$ cat config.mk
export PLATFORM = sky130hd
export DESIGN_NAME = svga_timing_gen_flat
export DESIGN_NICKNAME = d
export VERILOG_FILES = /design/src/rtl/svga_pkg.sv /design/src/rtl/svga_timing_gen_if.sv /design/src/rtl/svga_timing_gen_pipe_delay.sv /design/src/rtl/svga_timing_gen.sv /design/src/flat_wrapper.sv
export SDC_FILE = /design/constraint.sdc
export NUM_CORES = 1
export LEC_CHECK = 0
export BUFFER_PORTS_ARGS = -buffer_cell sky130_fd_sc_hd__buf_2
export CORE_ASPECT_RATIO = 0.75
export CORE_MARGIN = 2
export CORE_UTILIZATION = 41
export DETAILED_ROUTE_END_ITERATION = 8
export PLACE_DENSITY = 0.68
export SYNTH_ARGS = -nofsm -noshare
export SYNTH_HDL_FRONTEND = slang
export SYNTH_HIERARCHICAL = 1
export SYNTH_SLANG_ARGS = --single-unit
$ cat constraint.sdc
create_clock -name clk -period 2 [get_ports clk]
set_clock_uncertainty 0.1 [all_clocks]
set_input_delay 0.2 -clock clk [delete_from_list [all_inputs] [get_ports clk]]
set_output_delay 0.2 -clock clk [all_outputs]
set_load 0.005 [all_outputs]
$ cat src/rtl/svga_pkg.sv
`default_nettype none
// ----------------------------------------------------------------------------
// svga_pkg : default 800x600@72 timing, coordinate widths, sync helpers. Rev 1.0
// ----------------------------------------------------------------------------
package svga_pkg;

  localparam int DEF_H_ACTIVE = 800;
  localparam int DEF_H_FRONT  = 56;
  localparam int DEF_H_SYNC   = 120;
  localparam int DEF_H_BACK   = 64;
  localparam int DEF_V_ACTIVE = 600;
  localparam int DEF_V_FRONT  = 37;
  localparam int DEF_V_SYNC   = 6;
  localparam int DEF_V_BACK   = 23;

  localparam int DEF_H_TOTAL = DEF_H_ACTIVE + DEF_H_FRONT + DEF_H_SYNC + DEF_H_BACK;
  localparam int DEF_V_TOTAL = DEF_V_ACTIVE + DEF_V_FRONT + DEF_V_SYNC + DEF_V_BACK;

  localparam int X_W = 11;
  localparam int Y_W = 10;

  // One display-stream sample; travels as a unit through the lead pipeline.
  typedef struct packed {
    logic [X_W-1:0] x;
    logic [Y_W-1:0] y;
    logic           valid;
    logic           hsync;
    logic           vsync;
    logic           line_start;
    logic           frame_start;
  } disp_t;

  function automatic int sync_start(input int active, input int front);
    return active + front;
  endfunction

  function automatic int sync_end(input int active, input int front, input int width);
    return active + front + width - 1;
  endfunction

endpackage
`default_nettype wire

$ cat src/rtl/svga_timing_gen_if.sv
`default_nettype none
// ----------------------------------------------------------------------------
// svga_timing_gen_if : fetch and display streams of the raster generator. Rev 1.0
// ----------------------------------------------------------------------------
interface svga_timing_gen_if;
  import svga_pkg::*;

  logic [X_W-1:0] fetch_x;
  logic [Y_W-1:0] fetch_y;
  logic           fetch_valid;
  logic [X_W-1:0] pixel_x;
  logic [Y_W-1:0] pixel_y;
  logic           video_enable;
  logic           hsync;
  logic           vsync;
  logic           line_start;
  logic           frame_start;
  logic [7:0]     frame_count;

  modport master (
    output fetch_x, fetch_y, fetch_valid, pixel_x, pixel_y, video_enable,
           hsync, vsync, line_start, frame_start, frame_count
  );

  modport slave (
    input  fetch_x, fetch_y, fetch_valid, pixel_x, pixel_y, video_enable,
           hsync, vsync, line_start, frame_start, frame_count
  );

endinterface
`default_nettype wire

$ cat src/rtl/svga_timing_gen_pipe_delay.sv
`default_nettype none
// ----------------------------------------------------------------------------
// pipe_delay : WIDTH x DEPTH shift register, sync active-low reset. Rev 1.0
// ----------------------------------------------------------------------------
module pipe_delay #(
  parameter int               WIDTH       = 1,
  parameter int               DEPTH       = 1,
  parameter logic [WIDTH-1:0] RESET_VALUE = '0
) (
  input  logic             clk,
  input  logic             reset,
  input  logic [WIDTH-1:0] d,
  output logic [WIDTH-1:0] q
);

  // Stage 0 in the low bits, oldest stage in the high bits.
  logic [WIDTH*DEPTH-1:0] r_sr;
  logic [WIDTH*DEPTH-1:0] w_next;

  generate
    if (DEPTH == 1) begin : g_single
      assign w_next = d;
    end else begin : g_chain
      assign w_next = {r_sr[WIDTH*(DEPTH-1)-1:0], d};
    end
  endgenerate

  always_ff @(posedge clk) begin
    if (!reset) begin
      r_sr <= {DEPTH{RESET_VALUE}};
    end else begin
      r_sr <= w_next;
    end
  end

  assign q = r_sr[WIDTH*DEPTH-1 -: WIDTH];

endmodule
`default_nettype wire

$ cat src/rtl/svga_timing_gen.sv
`default_nettype none
// ----------------------------------------------------------------------------
// svga_timing_gen : free-running raster timing with early fetch stream. Rev 1.0
// ----------------------------------------------------------------------------
module svga_timing_gen
  import svga_pkg::*;
#(
  parameter int   H_ACTIVE  = DEF_H_ACTIVE,
  parameter int   H_FRONT   = DEF_H_FRONT,
  parameter int   H_SYNC    = DEF_H_SYNC,
  parameter int   H_BACK    = DEF_H_BACK,
  parameter int   V_ACTIVE  = DEF_V_ACTIVE,
  parameter int   V_FRONT   = DEF_V_FRONT,
  parameter int   V_SYNC    = DEF_V_SYNC,
  parameter int   V_BACK    = DEF_V_BACK,
  parameter int   LEAD      = 2,
  parameter logic HSYNC_POL = 1'b1,
  parameter logic VSYNC_POL = 1'b1
) (
  input  logic              clk,
  input  logic              reset,
  svga_timing_gen_if.master vid
);

  localparam int C_H_TOTAL = H_ACTIVE + H_FRONT + H_SYNC + H_BACK;
  localparam int C_V_TOTAL = V_ACTIVE + V_FRONT + V_SYNC + V_BACK;

  localparam logic [X_W-1:0] C_H_LAST   = X_W'(C_H_TOTAL - 1);
  localparam logic [X_W-1:0] C_H_ACT    = X_W'(H_ACTIVE);
  localparam logic [X_W-1:0] C_HS_START = X_W'(sync_start(H_ACTIVE, H_FRONT));
  localparam logic [X_W-1:0] C_HS_END   = X_W'(sync_end(H_ACTIVE, H_FRONT, H_SYNC));
  localparam logic [Y_W-1:0] C_V_LAST   = Y_W'(C_V_TOTAL - 1);
  localparam logic [Y_W-1:0] C_V_ACT    = Y_W'(V_ACTIVE);
  localparam logic [Y_W-1:0] C_VS_START = Y_W'(sync_start(V_ACTIVE, V_FRONT));
  localparam logic [Y_W-1:0] C_VS_END   = Y_W'(sync_end(V_ACTIVE, V_FRONT, V_SYNC));

  localparam disp_t C_RST = '{
    x:           '0,
    y:           '0,
    valid:       1'b0,
    hsync:       ~HSYNC_POL,
    vsync:       ~VSYNC_POL,
    line_start:  1'b0,
    frame_start: 1'b0
  };

  generate
    if (C_H_TOTAL > 2048 || C_V_TOTAL > 1024 || LEAD < 1 || LEAD > 4) begin : g_bad_params
      $error("svga_timing_gen: totals exceed counter width or LEAD outside 1..4");
    end
  endgenerate

  logic [X_W-1:0] r_h;
  logic [Y_W-1:0] r_v;
  disp_t          r_fetch;
  disp_t          w_disp;
  logic [7:0]     r_frame_count;
  logic           w_h_wrap;

  assign w_h_wrap = (r_h == C_H_LAST);

  always_ff @(posedge clk) begin
    if (!reset) begin
      r_h <= '0;
      r_v <= '0;
    end else begin
      r_h <= w_h_wrap ? '0 : r_h + 1'b1;
      if (w_h_wrap) begin
        r_v <= (r_v == C_V_LAST) ? '0 : r_v + 1'b1;
      end
    end
  end

  // Every decode is made here so the whole bundle shares one latency.
  always_ff @(posedge clk) begin
    if (!reset) begin
      r_fetch <= C_RST;
    end else begin
      r_fetch.x           <= r_h;
      r_fetch.y           <= r_v;
      r_fetch.valid       <= (r_h < C_H_ACT) && (r_v < C_V_ACT);
      r_fetch.hsync       <= (r_h >= C_HS_START && r_h <= C_HS_END) ? HSYNC_POL : ~HSYNC_POL;
      r_fetch.vsync       <= (r_v >= C_VS_START && r_v <= C_VS_END) ? VSYNC_POL : ~VSYNC_POL;
      r_fetch.line_start  <= (r_h == '0);
      r_fetch.frame_start <= (r_h == '0) && (r_v == '0);
    end
  end

  pipe_delay #(
    .WIDTH       ($bits(disp_t)),
    .DEPTH       (LEAD),
    .RESET_VALUE (C_RST)
  ) u_disp_pipe (
    .clk   (clk),
    .reset (reset),
    .d     (r_fetch),
    .q     (w_disp)
  );

  // The last displayed position of a frame is always followed by (0,0).
  always_ff @(posedge clk) begin
    if (!reset) begin
      r_frame_count <= '0;
    end else if (w_disp.x == C_H_LAST && w_disp.y == C_V_LAST) begin
      r_frame_count <= r_frame_count + 1'b1;
    end
  end

  assign vid.fetch_x      = r_fetch.x;
  assign vid.fetch_y      = r_fetch.y;
  assign vid.fetch_valid  = r_fetch.valid;
  assign vid.pixel_x      = w_disp.x;
  assign vid.pixel_y      = w_disp.y;
  assign vid.video_enable = w_disp.valid;
  assign vid.hsync        = w_disp.hsync;
  assign vid.vsync        = w_disp.vsync;
  assign vid.line_start   = w_disp.line_start;
  assign vid.frame_start  = w_disp.frame_start;
  assign vid.frame_count  = r_frame_count;

endmodule
`default_nettype wire

$ cat src/flat_wrapper.sv
// flat-port wrapper written by rule: the top's interface ports become plain ports
module svga_timing_gen_flat import svga_pkg::*;
#(
  parameter int   H_ACTIVE  = DEF_H_ACTIVE,
  parameter int   H_FRONT   = DEF_H_FRONT,
  parameter int   H_SYNC    = DEF_H_SYNC,
  parameter int   H_BACK    = DEF_H_BACK,
  parameter int   V_ACTIVE  = DEF_V_ACTIVE,
  parameter int   V_FRONT   = DEF_V_FRONT,
  parameter int   V_SYNC    = DEF_V_SYNC,
  parameter int   V_BACK    = DEF_V_BACK,
  parameter int   LEAD      = 2,
  parameter logic HSYNC_POL = 1'b1,
  parameter logic VSYNC_POL = 1'b1
)
  (clk, reset, vid_fetch_x, vid_fetch_y, vid_fetch_valid, vid_pixel_x, vid_pixel_y, vid_video_enable, vid_hsync, vid_vsync, vid_line_start, vid_frame_start, vid_frame_count);
  svga_timing_gen_if vid_i ();
  input  logic clk;
  input  logic reset;
  output wire logic [$bits(vid_i.fetch_x)-1:0] vid_fetch_x;
  output wire logic [$bits(vid_i.fetch_y)-1:0] vid_fetch_y;
  output wire logic [$bits(vid_i.fetch_valid)-1:0] vid_fetch_valid;
  output wire logic [$bits(vid_i.pixel_x)-1:0] vid_pixel_x;
  output wire logic [$bits(vid_i.pixel_y)-1:0] vid_pixel_y;
  output wire logic [$bits(vid_i.video_enable)-1:0] vid_video_enable;
  output wire logic [$bits(vid_i.hsync)-1:0] vid_hsync;
  output wire logic [$bits(vid_i.vsync)-1:0] vid_vsync;
  output wire logic [$bits(vid_i.line_start)-1:0] vid_line_start;
  output wire logic [$bits(vid_i.frame_start)-1:0] vid_frame_start;
  output wire logic [$bits(vid_i.frame_count)-1:0] vid_frame_count;
  assign vid_fetch_x = vid_i.fetch_x;
  assign vid_fetch_y = vid_i.fetch_y;
  assign vid_fetch_valid = vid_i.fetch_valid;
  assign vid_pixel_x = vid_i.pixel_x;
  assign vid_pixel_y = vid_i.pixel_y;
  assign vid_video_enable = vid_i.video_enable;
  assign vid_hsync = vid_i.hsync;
  assign vid_vsync = vid_i.vsync;
  assign vid_line_start = vid_i.line_start;
  assign vid_frame_start = vid_i.frame_start;
  assign vid_frame_count = vid_i.frame_count;
  svga_timing_gen #(.H_ACTIVE(H_ACTIVE), .H_FRONT(H_FRONT), .H_SYNC(H_SYNC), .H_BACK(H_BACK), .V_ACTIVE(V_ACTIVE), .V_FRONT(V_FRONT), .V_SYNC(V_SYNC), .V_BACK(V_BACK), .LEAD(LEAD), .HSYNC_POL(HSYNC_POL), .VSYNC_POL(VSYNC_POL)) u_core (.clk(clk), .reset(reset), .vid(vid_i));
endmodule
==> summary.txt, run 1 <==
Logic synthesis
  • Syn Inst Count: 408
  • Main combinational cell family by area after synthesis: simple AND/OR/NAND/NOR gates
  • Synth unique cells: 48
  • Post-synthesis sequential area ratio: 51.77%
  • Top FF cell, synth: dfxtp_1
  • Xor and xnor area share after synthesis: 2.540%
  • Synthesized flop and latch total: 107
  • Simple-gate share of the synthesized area: 26.19%
  • Adder-cell area share of the yosys netlist: 2.117%
  • Syn Nets: 417
  • Synth Area in Compound Gates: 5.655%
  • FFs w/ async S/R, synth: 0%
  • Post-synthesis mux area share: 0.4838%
  • Avg Inst Size Synth: 10.14 um^2
  • Post-synth EDFFs: 0
  • Yosys warning total: 6
  • Syn Std Cell Area: 4138 um^2

CTS
  • Worst-Skew Late Latency: 0.34 ns
  • Number of CTS-inserted buffers: 9
  • CTS H-Tree Depth: 3
  • Deepest clock path buffer count: 2
  • CTS Hold Bufs: 0
  • Clock slew at reported path FFs: 0.07 ns
  • TritonCTS clock tree: yes
  • Root Driver: clkbuf_16
  • Sink Count: 107

Setup path
  • Reg2reg start: u_core/r_h[5]
  • FF-to-FF setup slack: 0.01 ns
  • Critical path type: flop to flop
  • Worst r2r path cells: 4
  • Worst Path Required: 2.18 ns
  • Critical-path cell list: or4_4 > or4_4 > or3_4 > a21oi_2
  • Worst path slowest cell: or4_4
  • Arr. time, crit path: 2.16 ns
  • CP max stage delay: 0.54 ns
  • FF-to-FF End: u_core/r_v[6]
  • Max FO, Critical Path: 6
  • Critical path launch point type: flop
  • Most frequent CP cell: or4_4
  • Nature of the critical path endpoint: flop

Placed design
  • Routability congestion estimate from global placement: 0.8793
  • Dpl cells: 550
  • Post-DP HPWL: 5517 um
  • Port bufs: 57

Route
  • Initial DRT Pass Iterations: 4
  • WL final: 7596 um
  • Mean routed wirelength per cell: 13.37 um
  • DRT iter0 DRCs: 261
  • Routed Antenna Nets: 0
  • Vias post-DR: 2733
  • Via density: 4.812
  • DRC violations left: 0

STA
  • Final Critical Period: 1.987 ns
  • Fin crit share: 99.34%
  • Max frequency: 0.5033 GHz
  • RSZ-0062 raised after global routing: yes
  • Pins Over Slew Limit: 0
  • Final setup fails: 0
  • Setup TNS: 0 ns
  • Max-slew headroom: 74.09%
  • Actual slew at the worst max-slew pin: 0.3877 ns
  • Hold Vio Cnt, Final: 0

GRT
  • Initial antenna violation count: 0
  • Total Routing Usage GR: 14.60%
  • Vias in the first global route: 2549
  • First-pass GRT wire length: 12550 um
  • Grt total ovfl: 0
  • Largest net degree at the start of global routing: 56

Floorplan
  • Die area: 10920 um^2
  • # rows: 31
  • Starting Density: 42.50%
  • Die W: 120 um
  • Core box area: 9736 um^2
  • Die height: 91 um
  • # IOs: 58

Final layout
  • Non-Filler Instances: 568
  • Fraction of layout cells with a size suffix above 1: 35.32%
  • FILL cells: 901
  • P&R area growth vs syn: 12.37%
  • N_diodes: 0
  • Final net count: 440
  • Most frequent cells in the layout: 105 x dfxtp_1, 57 x buf_2, 52 x and2_2
  • Most common cell after layout, fill and taps aside: dfxtp_1

Worst hold path
  • Worst hold path class: primary input to flop
  • Hold Crit Endpoint: u_core/vid.fetch_y[3]
  • Worst hold path startpoint: reset
  • Hold Path Depth: 3

Power and ir drop
  • Static leakage: 2.013 nW
  • Total power: 0.003984 W
  • Power Dens Cells: 856.8 nW/um^2
  • Worst vdd ir: 0.4058 mV

Flow run
  • Max Cap Viol: 0

Status
  • Status: completed
-- cell type report --
class	count	area [um^2]	area share, %
flip-flops and latches	107	2145	46.12
multi-input cells	228	1556	33.48
repair buffers	76	440.4	9.473
clock buffers	9	225.2	4.844
well taps	132	165.2	3.552
clock inverters	7	83.83	1.803
inverters	9	33.78	0.7266
-- kinds of logic (layout without fill, tap and decap cells) --
kind of cell | Yosys count | after routing
fa+ha+maj | 7 | 7
flops | 107 | 107
buf+inv | 73 | 101
simple gates | 171 | 171
compound gates | 36 | 36
xor+xnor | 12 | 12
mux | 2 | 2
-- flip-flops by register name (all words and copies together), names as in the netlist --
name	cells
u_core/vid.fetch_x	11
u_core/r_fetch	4
u_core/vid.frame_count	8
u_core/vid.fetch_y	10
u_core/vid.fetch_valid	1
u_core/r_h	11
u_core/r_v	10
u_core/u_disp_pipe/r_sr	52
-- cell usage after synthesis, types with 3 or more instances --
cell | n | share of area (%)
dfxtp_1 | 107 | 52
and2_2 | 52 | 9.4
buf_4 | 47 | 8.5
nor2_1 | 26 | 2.4
and2_1 | 18 | 2.7
nand2_1 | 15 | 1.4
a21oi_1 | 11 | 1.3
clkbuf_1 | 10 | 0.91
inv_1 | 9 | 0.82
nand3_1 | 9 | 1.1
nand4_1 | 9 | 1.4
ha_1 | 7 | 2.1
o31ai_1 | 7 | 1.3
xor2_1 | 7 | 1.5
and4_1 | 6 | 1.3
o21ai_0 | 6 | 0.73
clkbuf_2 | 5 | 0.60
or4_1 | 5 | 0.91
xnor2_1 | 5 | 1.1
and3_1 | 4 | 0.60
nor4_1 | 4 | 0.60
nor4b_1 | 3 | 0.64
or3_1 | 3 | 0.45
-- per-layer routing --
metal  vias up  track usage, %  wire, um
li1       1381               -         -
met4         0           3.824        55
met1      1277           19.40      3604
met5         -               0         0
met2        70           22.63      3499
met3         5           5.088       436
-- timing repair --
action,in CTS,in global routing
gates cloned,0,0
setup endpoints to repair,1,3
resized for setup,1,6
setup buffers,0,2
pin swaps,0,1
-- per-stage QoR --
stage	cell area (um^2)	worst slack, ns	hold WS [ns]	util (%)
after floorplan	4140	-0.004779	0.2362	-
after global placement	4297	0.08547	0.3263	44.13
after detailed placement	4297	0.02468	0.3315	44.13
after CTS	4607	-0.0009950	0.2085	47.32
after global routing	4649	-0.05017	0.2488	47.76
final	4649	0.01320	0.2234	47.76
-- report_power, final --
part | leakage, nW | total [W] | switching [W] | internal (W)
combinational | 0.996 | 0.0000811 | 0.0000479 | 0.0000333
sequential | 0.865 | 0.00216 | 0.0000106 | 0.00215
clock | 0.151 | 0.00174 | 0.000843 | 0.000898
-- critical path: cells and delay by family (launching register included) --
family	cells	cell delay (ns)
compound gates	1	0.14
simple gates	3	1.36
flops	1	0.33
-- how the worst max path moves through the flow --
stage	startpoint	end	slack [ns]	cells after the start
3_5_place_dp	u_core/r_h[5]	u_core/r_v[6]	0.02	4
6_report	u_core/r_h[5]	u_core/r_v[6]	0.01	4
3_3_place_gp	u_core/r_h[5]	u_core/r_v[6]	0.09	4
2_1_floorplan	u_core/r_h[5]	u_core/r_v[6]	-0.005	5
5_1_grt	u_core/r_h[5]	u_core/r_v[6]	-0.05	4
4_1_cts	u_core/r_h[5]	u_core/r_v[6]	-0.001	4
Power figures use the tool's default switching activity.
==> inputs of run 2 (changes only) <==
ABC_CLOCK_PERIOD_IN_PS = 2000   (was default)
CORE_UTILIZATION = 50   (was 41)
MAX_ROUTING_LAYER = met4   (was default)
PLACE_DENSITY = 0.79   (was 0.68)
==> summary.txt, run 2 (same netlist as run 1, synthesis figures left out) <==
Route
  • DRC violations left: 0 (unchanged)
  • Via density: 4.970 (+3.3%)
  • Mean routed wirelength per cell: 13.73 um (+2.6%)
  • Initial DRT Pass Iterations: 5 (+1)
  • WL final: 7398 um (-2.6%)
  • Vias post-DR: 2679 (-2.0%)
  • Routed Antenna Nets: 0 (unchanged)
  • DRT iter0 DRCs: 242 (-7.3%)

Setup path
  • FF-to-FF setup slack: 0.006 ns (about the same)
  • Critical path type: flop to flop
  • Nature of the critical path endpoint: flop
  • Worst Path Required: 2.20 ns (+0.02 ns)
  • Critical path launch point type: flop
  • Max FO, Critical Path: 6 (unchanged)
  • Arr. time, crit path: 2.19 ns (+0.03 ns)

Final layout
  • Fraction of layout cells with a size suffix above 1: 34.33% (-0.99 points)
  • Most common cell after layout, fill and taps aside: dfxtp_1
  • Most frequent cells in the layout: 107 x dfxtp_1, 57 x buf_2, 52 x and2_2
  • FILL cells: 672 (-25%)
  • Final net count: 438 (-0.45%)
  • P&R area growth vs syn: 7.832%
  • Flip-flop count of the largest register after layout: 52 (unchanged)
  • Non-Filler Instances: 539 (-5.1%)
  • N_diodes: 0 (unchanged)
  • Final core utilization: 56.10% (+8.3 points)
  • Biggest register: u_core/u_disp_pipe/r_sr

STA
  • Max-slew headroom: 75.07% (+0.98 points)
  • Setup WS post-layout: 0.006435 ns (-0.006765 ns)
  • Max frequency: 0.5016 GHz (-0.34%)
  • Fin crit share: 99.68% (+0.34 points)
  • Hold Vio Cnt, Final: 0 (unchanged)
  • RSZ-0062 raised after global routing: yes
  • Pins Over Slew Limit: 0 (unchanged)
  • Final Critical Period: 1.994 ns (+0.006765 ns)
  • Actual slew at the worst max-slew pin: 0.3705 ns (-0.01724 ns)
  • Final setup fails: 0 (unchanged)

CTS
  • CTS Hold Bufs: 0 (unchanged)
  • Deepest clock path buffer count: 2 (unchanged)
  • CTS H-Tree Depth: 3 (unchanged)
  • Number of CTS-inserted buffers: 9 (unchanged)
  • Sink Count: 107 (unchanged)
  • TritonCTS clock tree: yes
  • Worst-Skew Late Latency: 0.37 ns (+0.03 ns)
  • Root Driver: clkbuf_8
  • Clock slew at reported path FFs: 0.10 ns (+0.03 ns)

Worst hold path
  • Worst hold path class: primary input to flop

Floorplan
  • # rows: 28 (-9.7%)
  • Die area: 9026 um^2 (-17%)
  • # IOs: 58 (unchanged)
  • Die height: 82.78 um (-9.0%)
  • Starting Density: 52.03% (+9.5 points)
  • Core box area: 7953 um^2 (-18%)
  • Die W: 109.0 um (-9.1%)

Status
  • Status: completed

GRT
  • Initial antenna violation count: 0 (unchanged)
  • First-pass GRT wire length: 11890 um (-5.3%)
  • Vias in the first global route: 2461 (-3.5%)
  • Total Routing Usage GR: 17.95% (+3.3 points)
  • Largest net degree at the start of global routing: 33 (-41%)
  • Grt total ovfl: 0 (unchanged)

Placed design
  • Port bufs: 57 (unchanged)
  • Routability congestion estimate from global placement: 0.8859 (+0.75%)
  • Dpl cells: 523 (-4.9%)
  • Post-DP HPWL: 5497 um (-0.37%)
  • Place WS: 0.03247 ns (+0.007790 ns)

Power and ir drop
  • Static leakage: 1.947 nW (-3.3%)
  • Power Dens Cells: 785.7 nW/um^2 (-8.3%)
  • Total power: 0.003505 W (-12%)
  • Worst vdd ir: 0.3016 mV (-26%)

Flow run
  • Max Cap Viol: 0 (unchanged)
[run 2: cell count changes in the layout (fill, tap and decap cells not counted), sizes merged]
cell,delta
inv,-1
buf,-2
clkinv,+1
[run 2: path summary, 6_finish.rpt]
path	start	cells past startpoint	to
worst min-delay path	reset	3	u_core/r_v[7]
worst max register to register	u_core/r_h[5]	4	u_core/r_v[6]
worst min register to register	u_core/u_disp_pipe/r_sr[24]	1	u_core/u_disp_pipe/r_sr[50]
worst max-delay path	u_core/r_h[5]	4	u_core/r_v[6]
[run 2: layer usage]
layer	share of wire, %	GRT usage [%]
met2	47	27.64
met5	0	-
met3	5.8	5.621
met4	1.0	6.154
met1	47	22.52
[run 2: critical path, cell delays in order (launching register included)]
cell and delay [ns]:
dfxtp_1 0.32, or4_4 0.56, or4_4 0.47, or3_1 0.33, a21oi_1 0.14
[run 2: repair_timing]
action	in CTS	in global routing
gates resized for setup	0	3
endpoints found under the setup margin	1	3
pin swaps	0	1
setup buffers	0	0
[run 2: stage by stage]
step                hold slack, ns  setup TNS, ns  cell area (um^2)
CTS                         0.1312      -0.001868              4453
global placement            0.3283              0              4250
finish                      0.1483              0              4462
floorplan                   0.2362      -0.009480              4140
global route                0.1452       -0.09391              4462
detailed placement          0.3260              0              4250
[run 2: layout make-up]
cell class                 instances  area (um^2)  share of cell area, %
sequential                       107         2142                  48.01
clock inverter                     7        78.83                  1.767
tap                              105        131.4                  2.944
multi-input combinational        228         1539                  34.49
timing repair buffer              74        412.9                  9.254
clock buffer                       9        123.9                  2.776
inverter                           9        33.78                 0.7572
[run 2: report_power, final]
| group | leakage [nW] | switching [W] | internal [W] |
|---|---|---|---|
| clock | 0.102 | 0.000770 | 0.000495 |
| combinational | 0.980 | 0.0000471 | 0.0000318 |
| sequential | 0.865 | 0.00000975 | 0.00215 |
| total | 1.95 | 0.000827 | 0.00268 |
